**config.mk**
```make
export PLATFORM = sky130hd
export DESIGN_NAME = lambda_loader
export DESIGN_NICKNAME = d
export VERILOG_FILES = /design/src/rtl/lambda_loader.sv
export SDC_FILE = /design/constraint.sdc
export NUM_CORES = 1
export LEC_CHECK = 0
export BUFFER_PORTS_ARGS = -buffer_cell sky130_fd_sc_hd__buf_2
export CAP_MARGIN = 25
export CORE_MARGIN = 2
export CORE_UTILIZATION = 25
export CTS_CLUSTER_DIAMETER = 150
export DETAILED_ROUTE_END_ITERATION = 8
export PLACE_DENSITY = 0.45
export SETUP_SLACK_MARGIN = 0.15
export SLEW_MARGIN = 20
export SYNTH_ARGS = -nofsm -noshare
export SYNTH_HDL_FRONTEND = slang
export SYNTH_SLANG_ARGS = --single-unit
```
**constraint.sdc**
```tcl
create_clock -name clk -period 3 [get_ports clk]
set_input_delay 0.6 -clock clk [delete_from_list [all_inputs] [get_ports clk]]
set_output_delay 0.6 -clock clk [all_outputs]
set_load 0.1 [all_outputs]
```
**src/rtl/lambda_loader.sv**
```systemverilog
// rtl/lambda_loader.sv - streams one frame of channel LLRs into the lambda SRAM with symmetric saturation
module lambda_loader #(
  parameter int WIDTH      = 8,
  parameter int IN_WIDTH   = 12,
  parameter int ROW_NUMBER = 1024
) (
  input  logic                       clk,
  input  logic                       rst,
  input  logic                       i_start,
  input  logic                       i_valid,
  input  logic signed [IN_WIDTH-1:0] i_data,
  output logic                       o_ready,
  output logic                       o_wen,
  output logic [19:0]                o_waddr,
  output logic [WIDTH-1:0]           o_wdata,
  output logic                       o_busy,
  output logic                       o_done,
  output logic [15:0]                o_sat_cnt
);

  localparam logic [1:0] IDLE = 2'd0;
  localparam logic [1:0] LOAD = 2'd1;
  localparam logic [1:0] LAST = 2'd2;

  localparam logic [19:0] LAST_ADDR = 20'(ROW_NUMBER - 1);
  // Clip range is symmetric so the most-negative code never reaches the SRAM.
  localparam logic signed [IN_WIDTH-1:0] POS_MAX = IN_WIDTH'((1 << (WIDTH - 1)) - 1);
  localparam logic signed [IN_WIDTH-1:0] NEG_MAX = -POS_MAX;

  logic [1:0]       state;
  logic [19:0]      addr_cnt;
  logic             accept;
  logic             clipped;
  logic [WIDTH-1:0] sat_data;

  assign o_ready = (state == LOAD);
  assign o_busy  = (state != IDLE);
  assign o_done  = (state == LAST);
  assign accept  = i_valid && (state == LOAD);

  always_comb begin
    clipped  = 1'b0;
    sat_data = i_data[WIDTH-1:0];
    if (i_data > POS_MAX) begin
      clipped  = 1'b1;
      sat_data = POS_MAX[WIDTH-1:0];
    end else if (i_data < NEG_MAX) begin
      clipped  = 1'b1;
      sat_data = NEG_MAX[WIDTH-1:0];
    end
  end

  always_ff @(posedge clk or posedge rst) begin
    if (rst) begin
      state     <= IDLE;
      addr_cnt  <= 20'd0;
      o_wen     <= 1'b0;
      o_waddr   <= 20'd0;
      o_wdata   <= '0;
      o_sat_cnt <= 16'd0;
    end else begin
      o_wen <= accept;
      if (accept) begin
        o_waddr  <= addr_cnt;
        o_wdata  <= sat_data;
        addr_cnt <= addr_cnt + 20'd1;
        if (clipped && (o_sat_cnt != 16'hFFFF))
          o_sat_cnt <= o_sat_cnt + 16'd1;
      end
      case (state)
        IDLE: begin
          if (i_start) begin
            state     <= LOAD;
            addr_cnt  <= 20'd0;
            o_sat_cnt <= 16'd0;
          end
        end
        LOAD: begin
          if (accept && (addr_cnt == LAST_ADDR))
            state <= LAST;
        end
        default: state <= IDLE;
      endcase
    end
  end

endmodule

```
Yosys cells after proc, flatten, opt, wreduce, memory -nomap -nowiden:

Index checks and enable logic that the tools add are counted.

* multiplexer cells: 14
* bitwise logic cells: 0
* $mul: 0
* add/sub/neg operators: 2
* shift-type cells: 0
* order comparisons: 2
* eq/ne operators: 6
* reduce and logical (&&, ||, !) cells: 6
* div/mod/pow operators: 0

Operators with widths (count)
* two-way mux 16 bit: 4
* two-way mux 20 bit: 3
* adder 20 x 1 -> 20 bit (second input constant): 1
* equality test 20 x 10 -> 1 bit (second input constant): 1
* adder 16 x 1 -> 16 bit (second input constant): 1
* two-way mux 8 bit: 2
* inequality test 16 bit (second input constant): 1
* greater-than comparator 12 x 8 -> 1 bit (second input constant): 1
* < comparator 12 x 8 -> 1 bit (second input constant): 1
* two-way mux 2 bit: 2
* case mux 2 bit (2 select lines): 1
* logical AND 1 bit: 3
* equality test 2 x 1 -> 1 bit (second input constant): 1
* equality test 2 bit (second input constant): 1
* zero test 2 bit: 1
* two-way mux 1 bit: 2
* inequality test 2 x 1 -> 1 bit (second input constant): 1
* inequality test 2 bit (second input constant): 1
* AND reduction 2 bit: 1
* nonzero test 2 bit: 1

* memory bits (writable): 0
* input bits: 16
* memory bits (read-only): 0
* latch bits: 0
* memories: 0
* register bits: 67

Logic depth before layout (Yosys ltp):

* word-level depth: 8
* gate-level depth with buffers: 10
* gate-level depth less buffers: 8

Least setup slack after synthesis:

OpenSTA, ideal clock, no wires.

* kind: register to register
* start point: register o_sat_cnt[7]
* end point: register o_sat_cnt[13]
* data required time: 2.922 ns
* data arrival time: 2.533 ns
* cell stages (with the launch flop): 7
* slack: 0.389 ns
* setup time: 0.078 ns
* cells stage by stage: dfrtp_1 -> nand4_1 -> or2_1 -> buf_2 -> or4_1 -> or3_1 -> a21oi_1

* word-level cells in the longest chain between the ends: 6
* elaborated cells on any way between the ends: 7
* those cells by class: add/sub (1); eq/ne (1); mux (4); reduce/logical (1)

RTL lines
* start, declared: line 18 `output logic [15:0] o_sat_cnt`
* start signal, assigned: line 68 `o_sat_cnt <= o_sat_cnt + 16'd1;`
* parallel branches: the longest is 2 deep, another holds adder 16 x 1 -> 16 bit
* two-way mux 16 bit *: line 67 `if (clipped && (o_sat_cnt != 16'hFFFF))`
* two-way mux 16 bit *: line 63 `if (accept) begin`
* two-way mux 16 bit: line 72 `if (i_start) begin`
* two-way mux 16 bit *: line 70 `case (state)`

Mark *: on every way between the ends.
A chain may end at the register's enable or synchronous reset.

Worst setup path after layout:

* start point: register state[1]
* end point: register o_sat_cnt[8]

* word-level cells in the longest chain between the ends: 5
* elaborated cells on any way between the ends: 6
* those cells by class: eq/ne (1); mux (3); reduce/logical (2)

RTL lines
* start, declared: line 30 `logic [1:0] state;`
* start signal, assigned: line 55 `state <= IDLE;`
* start signal, assigned: line 73 `state <= LOAD;`
* start signal, assigned: line 80 `state <= LAST;`
* equality test 2 x 1 -> 1 bit: line 39 `assign accept = i_valid && (state == LOAD);`
* logical AND 1 bit: line 39
* two-way mux 16 bit: line 63
* two-way mux 16 bit: line 72
* two-way mux 16 bit *: line 70

Every way passes the cells marked *; elsewhere a longest branch is shown, timed or not.

==> flow_summary.ini <==
[critical_path]
crit_arrival_ns = 2.32
rr_startpoint = state[1]$_DFFE_PP0P_
reg2reg_slack_ns = 0.86
r2r.worst_path.cells = 8
critPathLaunchType = register
r2r_end = o_sat_cnt[8]$_DFF_PP0_
path_max_fanout = 16
worstSetupEndpointType = register
crit_type = reg2reg
cp.required_ns = 3.19

[sta]
setup-violations-final = 0
finalHoldViolations = 0
max_freq_mhz = 468
post-route-period-util = 0.712
whs_ns = 0.373
slew_violations = 0
tightest_slew_ns = 0.707
min_period_ns = 2.14
slew_headroom = 0.524
fin_worst_skew_ns = 0.00639
grt_setup_unrepaired = false
fin_tns_setup_ns = 0

[global_routing]
grtUsageTotal = 0.126
gr-total-overflow = 0
antenna_found_initial = 0
grt_max_degree = 39
grt_pass1_wl_microns = 13100
grt_pass1_vias = 2511

[detailed_routing]
detail-route-antenna-nets = 0
first_pass_iters = 4
vias = 2631
wl_met3_microns = 373
viasPerCell = 4.52
drt_iter0_drc = 128
top_layer_used = met4
drt-met1-wl_microns = 4180
wirelength_microns = 8020
route.met2.wl_microns = 3340
detail_route.wl_per_cell_microns = 13.8
drc = 0

[die]
core.rowCount = 41
die_h_microns = 117
die_w_microns = 117
start_util = 0.253
core_sq_um = 12500
die_area_sq_um = 13600
io_pins = 64

[placed_design]
gp_congestion = 0.811
dp_hpwl_microns = 5680
port_buffers = 63
place_inst = 567

[cells_and_area]
fin_cells = 582
final_nets = 424
n_antenna_cell = 0
syn2layout_area_growth_pct = 25.0
drive_gt1_frac = 0.215

[clock_tree]
clk_pin_slew_ns = 0.06
cts_resized = 0
clock-root-buffer = clkbuf_16
cts.path.max_buffers = 2
cts_setup_buffers = 0
holdBufCountCts = 0
cts_tree = yes
insertion_delay_ns = 0.33
h-tree-depth = 3
cts_num_sinks = 67
cts_made_buffers = 9

[synth]
synth.largest_area_cell = dfrtp_1
yosys_warnings = 0
synth_cells = 345
synth-seq-cells = 67
yosys-top-cells-area = dfrtp_1, nand2_1, nor2_1, xor2_1, nand4_1
avgSynthCellArea_sq_um = 9.19
netlist.area_leader.share = 0.529
synth-edff-count = 0
synth.most_common_cell = nand2_1
yosys-top-cells-count = nand2_1, dfrtp_1, nor2_1
syn-num-nets = 363
ys_seq_area_frac = 0.529
synthArstFlopShare = 1.00
synth_cell_types = 37
synthFlopType = dfrtp_1
synth_area_sq_um = 3170

[flow_run]
max-cap-violations = 0

[power]
powerDensity_nw_per_um2 = 797
p_leak_nw = 1.97
ir_worst_vdd_v = 0.000441

[hold_path]
hold_class = in2async

[run_status]
status = complete, no violations
==> worst max-delay path: stages (launching register included) <==
cell and delay (ns):
dfrtp_1 0.39, nand2b_1 0.16, inv_1 0.11, nand2_1 0.18
inv_1 0.45, nand3_1 0.13, nor4_1 0.36, xnor2_1 0.17
nor2_1 0.05
==> routing by layer <==
| layer | GRT usage | up-vias |
|---|---|---|
| li1 | - | 1319 |
| met1 | 0.180 | 1245 |
| met2 | 0.179 | 56 |
| met3 | 0.0343 | 11 |
| met4 | 0.0525 | 0 |
| met5 | 0 | - |
==> power breakdown <==
group / leakage [nW] / internal, mW / switching [mW]
Clock: 0.141 / 0.620 / 0.369
Combinational: 0.949 / 0.171 / 0.822
Sequential: 0.885 / 1.03 / 0.151
==> per-stage QoR <==
stage | total power [mW] | cell area (sq um) | util | setup slack [ns]
after global routing | 3.31 | 3960 | 0.317 | 0.595
after detailed placement | 2.20 | 3680 | 0.294 | 0.568
final | 3.16 | 3960 | 0.317 | 0.865
after CTS | 3.20 | 3960 | 0.317 | 0.791
after global placement | 2.19 | 3680 | 0.294 | 0.606
after floorplan | 2.00 | 3170 | - | 0.389
==> worst max-delay path by stage <==
stage / start / end / slack, ns / cells past startpoint
floorplan: o_sat_cnt[7]$_DFF_PP0_ / o_sat_cnt[13]$_DFF_PP0_ / 0.39 / 6
global placement: i_data[1] / o_sat_cnt[7]$_DFF_PP0_ / 0.61 / 6
detailed placement: i_data[1] / o_sat_cnt[7]$_DFF_PP0_ / 0.57 / 6
CTS: state[1]$_DFFE_PP0P_ / o_sat_cnt[8]$_DFF_PP0_ / 0.79 / 8
global route: state[1]$_DFFE_PP0P_ / o_sat_cnt[8]$_DFF_PP0_ / 0.59 / 8
finish: state[1]$_DFFE_PP0P_ / o_sat_cnt[8]$_DFF_PP0_ / 0.86 / 8
==> cells in the final DEF, fill, tap and decap left out, types with 2 or more instances in the layout <==
master     synthesis  layout
nand2_1           85      85
dfrtp_1           67      67
buf_2              3      63
nor2_1            36      36
nand4_1           15      15
nand3_1           15      15
xor2_1            12      12
a21oi_1           10      10
o31ai_1            9       9
clkbuf_16          0       9
nor4_1             8       8
o21ai_0            8       8
and3_1             7       7
xnor2_1            7       7
or4_1              6       6
inv_1              6       5
buf_4              0       5
nand2b_1           4       4
mux2i_1            4       4
or3_1              3       3
and4_1             3       3
clkbuf_8           0       3
or2_1              2       2
and2_1             2       2
nand4b_1           2       2
o41ai_1            2       2
ha_1               2       2
clkinv_2           0       2
==> sequential cells by signal (all words and copies together), names as in the netlist <==
name / flops
state: 2
o_waddr: 20
o_sat_cnt: 16
addr_cnt: 20
o_wen: 1
o_wdata: 8
==> cell type report <==
class	count	area, sq um
fillers	1366	8550
flip-flops and latches	67	1680
multi-input cells	253	1400
repair buffers	69	373
clock buffers	13	270
well taps	172	215
inverters	6	22.5
clock inverters	2	10.0
==> cells by family after synthesis <==
group / synth area share
AND/OR/NAND/NOR: 0.300
flip-flops: 0.529
AO/OA/AOI/OAI: 0.0671
buffers and inverters: 0.0308
XOR/XNOR: 0.0525
multiplexers: 0.0126
adder cells (fa/ha/maj): 0.00789
No activity file was read; power rests on OpenSTA's default activity.
